==> src/rtl/blocking_port_arbiter.sv <==
// rtl/blocking_port_arbiter.sv - round-robin arbiter sharing one blocking output port
module blocking_port_arbiter #(
    parameter int N_REQ  = 4,
    parameter int DATA_W = 32,
    parameter int CNT_W  = 16
) (
    input  logic                       clk,
    input  logic                       rst,
    input  logic [N_REQ*DATA_W-1:0]    req_data,
    input  logic [N_REQ-1:0]           req_notify,
    output logic [N_REQ-1:0]           req_sync,
    output logic [DATA_W-1:0]          out_data,
    output logic                       out_notify,
    input  logic                       out_sync,
    output logic [$clog2(N_REQ)-1:0]   grant_id,
    output logic                       busy,
    output logic [CNT_W-1:0]           xfer_count
);

    localparam int GW = $clog2(N_REQ);

    typedef enum logic [1:0] {
        IDLE = 2'd0,
        SEND = 2'd1,
        ACK  = 2'd2
    } state_t;

    state_t              state, state_n;
    logic [GW-1:0]       rr_ptr, rr_n;
    logic [GW-1:0]       grant_n;
    logic [DATA_W-1:0]   data_n;
    logic                notify_n;
    logic [N_REQ-1:0]    sync_n;
    logic [CNT_W-1:0]    cnt_n;
    logic                busy_n;
    logic                found;
    logic [GW-1:0]       pick;
    int                  idx;

    // Next-state and next-output logic; every output is computed here and registered below
    always_comb begin
        state_n  = state;
        rr_n     = rr_ptr;
        grant_n  = grant_id;
        data_n   = out_data;
        notify_n = out_notify;
        sync_n   = '0;
        cnt_n    = xfer_count;
        found    = 1'b0;
        pick     = '0;
        idx      = 0;

        // First set notify bit searching upward from the round-robin pointer, wrapping
        for (int k = 0; k < N_REQ; k++) begin
            idx = int'(rr_ptr) + k;
            if (idx >= N_REQ) begin
                idx = idx - N_REQ;
            end
            if (!found && req_notify[idx]) begin
                found = 1'b1;
                pick  = GW'(idx);
            end
        end

        case (state)
            IDLE: begin
                if (found) begin
                    grant_n  = pick;
                    data_n   = req_data[int'(pick)*DATA_W +: DATA_W];
                    notify_n = 1'b1;
                    state_n  = SEND;
                end
            end
            SEND: begin
                // Data was latched at grant; only downstream acceptance moves us on
                if (out_sync) begin
                    notify_n         = 1'b0;
                    sync_n[grant_id] = 1'b1;
                    cnt_n            = xfer_count + 1'b1;
                    rr_n             = (grant_id == GW'(N_REQ - 1)) ? '0 : grant_id + 1'b1;
                    state_n          = ACK;
                end
            end
            ACK: begin
                // Requests are not looked at here so the winner's stale notify is not regranted
                state_n = IDLE;
            end
            default: begin
                state_n  = IDLE;
                notify_n = 1'b0;
            end
        endcase

        busy_n = (state_n != IDLE);
    end

    // State and output registers with synchronous active-low reset
    always_ff @(posedge clk) begin
        if (!rst) begin
            state      <= IDLE;
            rr_ptr     <= '0;
            grant_id   <= '0;
            out_data   <= '0;
            out_notify <= 1'b0;
            req_sync   <= '0;
            xfer_count <= '0;
            busy       <= 1'b0;
        end else begin
            state      <= state_n;
            rr_ptr     <= rr_n;
            grant_id   <= grant_n;
            out_data   <= data_n;
            out_notify <= notify_n;
            req_sync   <= sync_n;
            xfer_count <= cnt_n;
            busy       <= busy_n;
        end
    end

endmodule

==> config.mk <==
export PLATFORM = sky130hd
export DESIGN_NAME = blocking_port_arbiter
export DESIGN_NICKNAME = d
export VERILOG_FILES = /design/src/rtl/blocking_port_arbiter.sv
export SDC_FILE = /design/constraint.sdc
export NUM_CORES = 1
export LEC_CHECK = 0
export CORE_UTILIZATION = 43
export DETAILED_ROUTE_END_ITERATION = 10
export PLACE_DENSITY = 0.87
export SYNTH_ARGS = -nofsm -noshare
export SYNTH_HDL_FRONTEND = slang
export SYNTH_SLANG_ARGS = --single-unit
==> constraint.sdc <==
create_clock -name clk -period 3.05 [get_ports clk]
set_input_delay 0.61 -clock clk [delete_from_list [all_inputs] [get_ports clk]]
set_output_delay 0.61 -clock clk [all_outputs]
set_load 0.1 [all_outputs]
==> out/results.tsv <==
metric	value	unit
async_reset_ff_share	0	%
yosysUniqueCellTypes	50	
dpl.hpwl	8810	um
drtPass1Iterations	4	
critPathMaxStageDelay	540	ps
fin_skew	10.1	ps
critical_path_class	in2reg	
ios	191	
worstPathRequired	3270	ps
chipHeight	92.8	um
cts-root-buf	clkbuf_8	
path_clk_slew	70	ps
grt_pass1_wl	18200	um
grt.total_usage	26.5	%
hold_buffers	0	
critPathCaptureType	flip-flop	
critical_path.cell_chain	clkdlybuf4s50_1, mux2i_4, nor2_4, nor3_4, buf_12, a211oi_1, a2111oi_2	
synth_edf_count	0	
synth_area_leader_cell	dfxtp_1	
core.rowCount	32	
antenna_left	0	
timing.rr.start	rr_ptr[1]$_SDFFE_PN0P_	
start_util	45.2	%
synthFlopType	dfxtp_1	
startpoint_type	input port	
cts_tree	yes	
worstMarginPinSlew	626	ps
postPlaceCellArea	5340	um2
netlist_area	3540	um2
post_cts.repair.setup_buffers	0	
fin_crit_sh	81.3	%
pre_cts_ws	239	ps
die_x	92.8	um
ys_seq_area_share	33.9	%
maxSlewHeadroom	58.3	%
detail_route.wl_per_cell	17.4	um
powerDensity	477	nW/um2
setup_slack	569	ps
fin_tns_setup	0	ps
finalCoreUtilization	70.2	%
clock-sinks	60	
drive_gt1_share	18.0	%
clk_path_buf_depth	2	
dieArea	8610	um2
rsz0062_at_grt	false	
hold_ws	479	ps
fmax	403	MHz
synth_top_area_share	33.9	%
synthTopCellsByArea	dfxtp_1 (34%), mux2i_1 (11%), o221ai_1 (4.9%)	
grt_antenna_before_repair	0	
grt-ovfl-total	0	
cp_slowest_cell	clkdlybuf4s50_1	
cts_buffers	9	
yosysWarnings	0	
viasPerCell	5.84	
diodes	0	
min_period	2480	ps
setup_viol	0	
leakage	2.14	nW
max_cap_violations	0	
fin_nets	702	
syn_nets	523	
netlist_instances	383	
yosys_register_bits	60	
hold_viol_final	0	
syn_to_final_growth	55.6	%
io_buffers	190	
crit_arrival	2700	ps
startpoint	req_notify[2]	
core_area	7850	um2
drt_iter0_drc	161	
wirelength	11700	um
final_area	5510	um2
maxSlewViolCount	0	
drc	0	
syn_area_per_cell	9.25	um2
cp_max_fo	33	
outcome	finished, final reports clean	
cts.htree.levels	3	
ir_drop	0.262	mV
worstSkewPairLatency	330	ps
holdCritStartpoint	out_notify$_SDFFE_PN0P_	
cts_resized	0	
grt_max_degree	39	
hp-class	reg2reg	
place_congestion	0.836	
via_count	3910	
grt_pass1_vias	3876	
cells by family (layout without fill, tap and decap cells):
family,after synthesis,after routing,synth area share [%]
mux,40,40,11.7
xor+xnor,13,13,3.21
simple gates,116,116,17.0
buf+inv,45,229,7.63
compound gates,104,104,24.9
fa+ha+maj,5,5,1.77
flops,60,60,33.9
per-stage QoR:
step	power, mW	instances
after detailed placement	2.00	653
final	2.63	669
after global placement	1.98	653
after global routing	2.74	669
after floorplan	1.65	383
after CTS	2.64	669
area by class of cell:
cell class | count | area [um2]
multi-input combinational | 278 | 2070
clock inverter | 6 | 38.8
clock buffer | 10 | 138
sequential | 60 | 1200
tap | 102 | 128
fill | 621 | 2330
inverter | 7 | 26.3
timing repair buffer | 206 | 1910
path summary, 6_finish.rpt:
path	end	slack, ps	cells after the start
worst min register to register	out_notify$_SDFFE_PN0P_	480	2
worst max-delay path	out_data[1]$_SDFFE_PN0P_	570	7
worst min-delay path	out_notify$_SDFFE_PN0P_	480	2
worst max register to register	out_data[1]$_SDFFE_PN0P_	730	6
report_power, final:
group          switching, mW  leakage [nW]  total [mW]  internal, mW
Clock                  0.327        0.0885       0.642         0.315
Sequential            0.0466         0.492       0.894         0.848
Combinational          0.708          1.56        1.09         0.384
Total                   1.08          2.14        2.63          1.55
layer usage:
layer | GRT usage, % | wire (um) | vias up
li1 | - | - | 1837
met1 | 31.0 | 4610 | 1832
met2 | 45.2 | 5770 | 201
met3 | 6.08 | 833 | 40
met4 | 13.2 | 449 | 0
met5 | 0 | 0 | -
registers in the layout, summed over array words and instances (netlist names):
name / cells
busy: 1
grant_id: 2
out_data: 32
out_notify: 1
req_sync: 4
rr_ptr: 2
state: 2
xfer_count: 16
cells in the final DEF (no fill, tap or decap), drive strengths merged, types with 4 or more instances in the layout:
| cell | n |
|---|---|
| clkdlybuf4s50 | 134 |
| buf | 72 |
| dfxtp | 60 |
| mux2i | 40 |
| nor2 | 30 |
| nand3 | 26 |
| o221ai | 20 |
| o31a | 18 |
| nand2 | 17 |
| a2111oi | 15 |
| nand4 | 14 |
| nor3 | 11 |
| o31ai | 10 |
| clkbuf | 10 |
| a211o | 9 |
| xnor2 | 8 |
| inv | 8 |
| a211oi | 7 |
| a21oi | 7 |
| and3 | 5 |
| xor2 | 5 |
| ha | 5 |
| o211ai | 4 |
| a31oi | 4 |
synth_stat cells, types with 6 or more instances:
library cell  instances
dfxtp_1              60
mux2i_1              39
nor2_1               29
nand3_1              26
o221ai_1             20
o31a_1               18
nand2_1              17
nand4_1              14
buf_2                12
nor3_1               10
o31ai_1              10
a211o_1               9
buf_6                 9
clkbuf_1              9
xnor2_1               8
a211oi_1              7
inv_1                 7
a2111oi_0             6
a21oi_1               6
worst max-delay path, delay by kind of cell:
kind	cells	cell delay, ps
buffers and inverters	2	830
AOI/OAI and AO/OA	2	520
and+or+nand+nor	2	490
muxes	1	230
(Power assumes the default switching activity.)
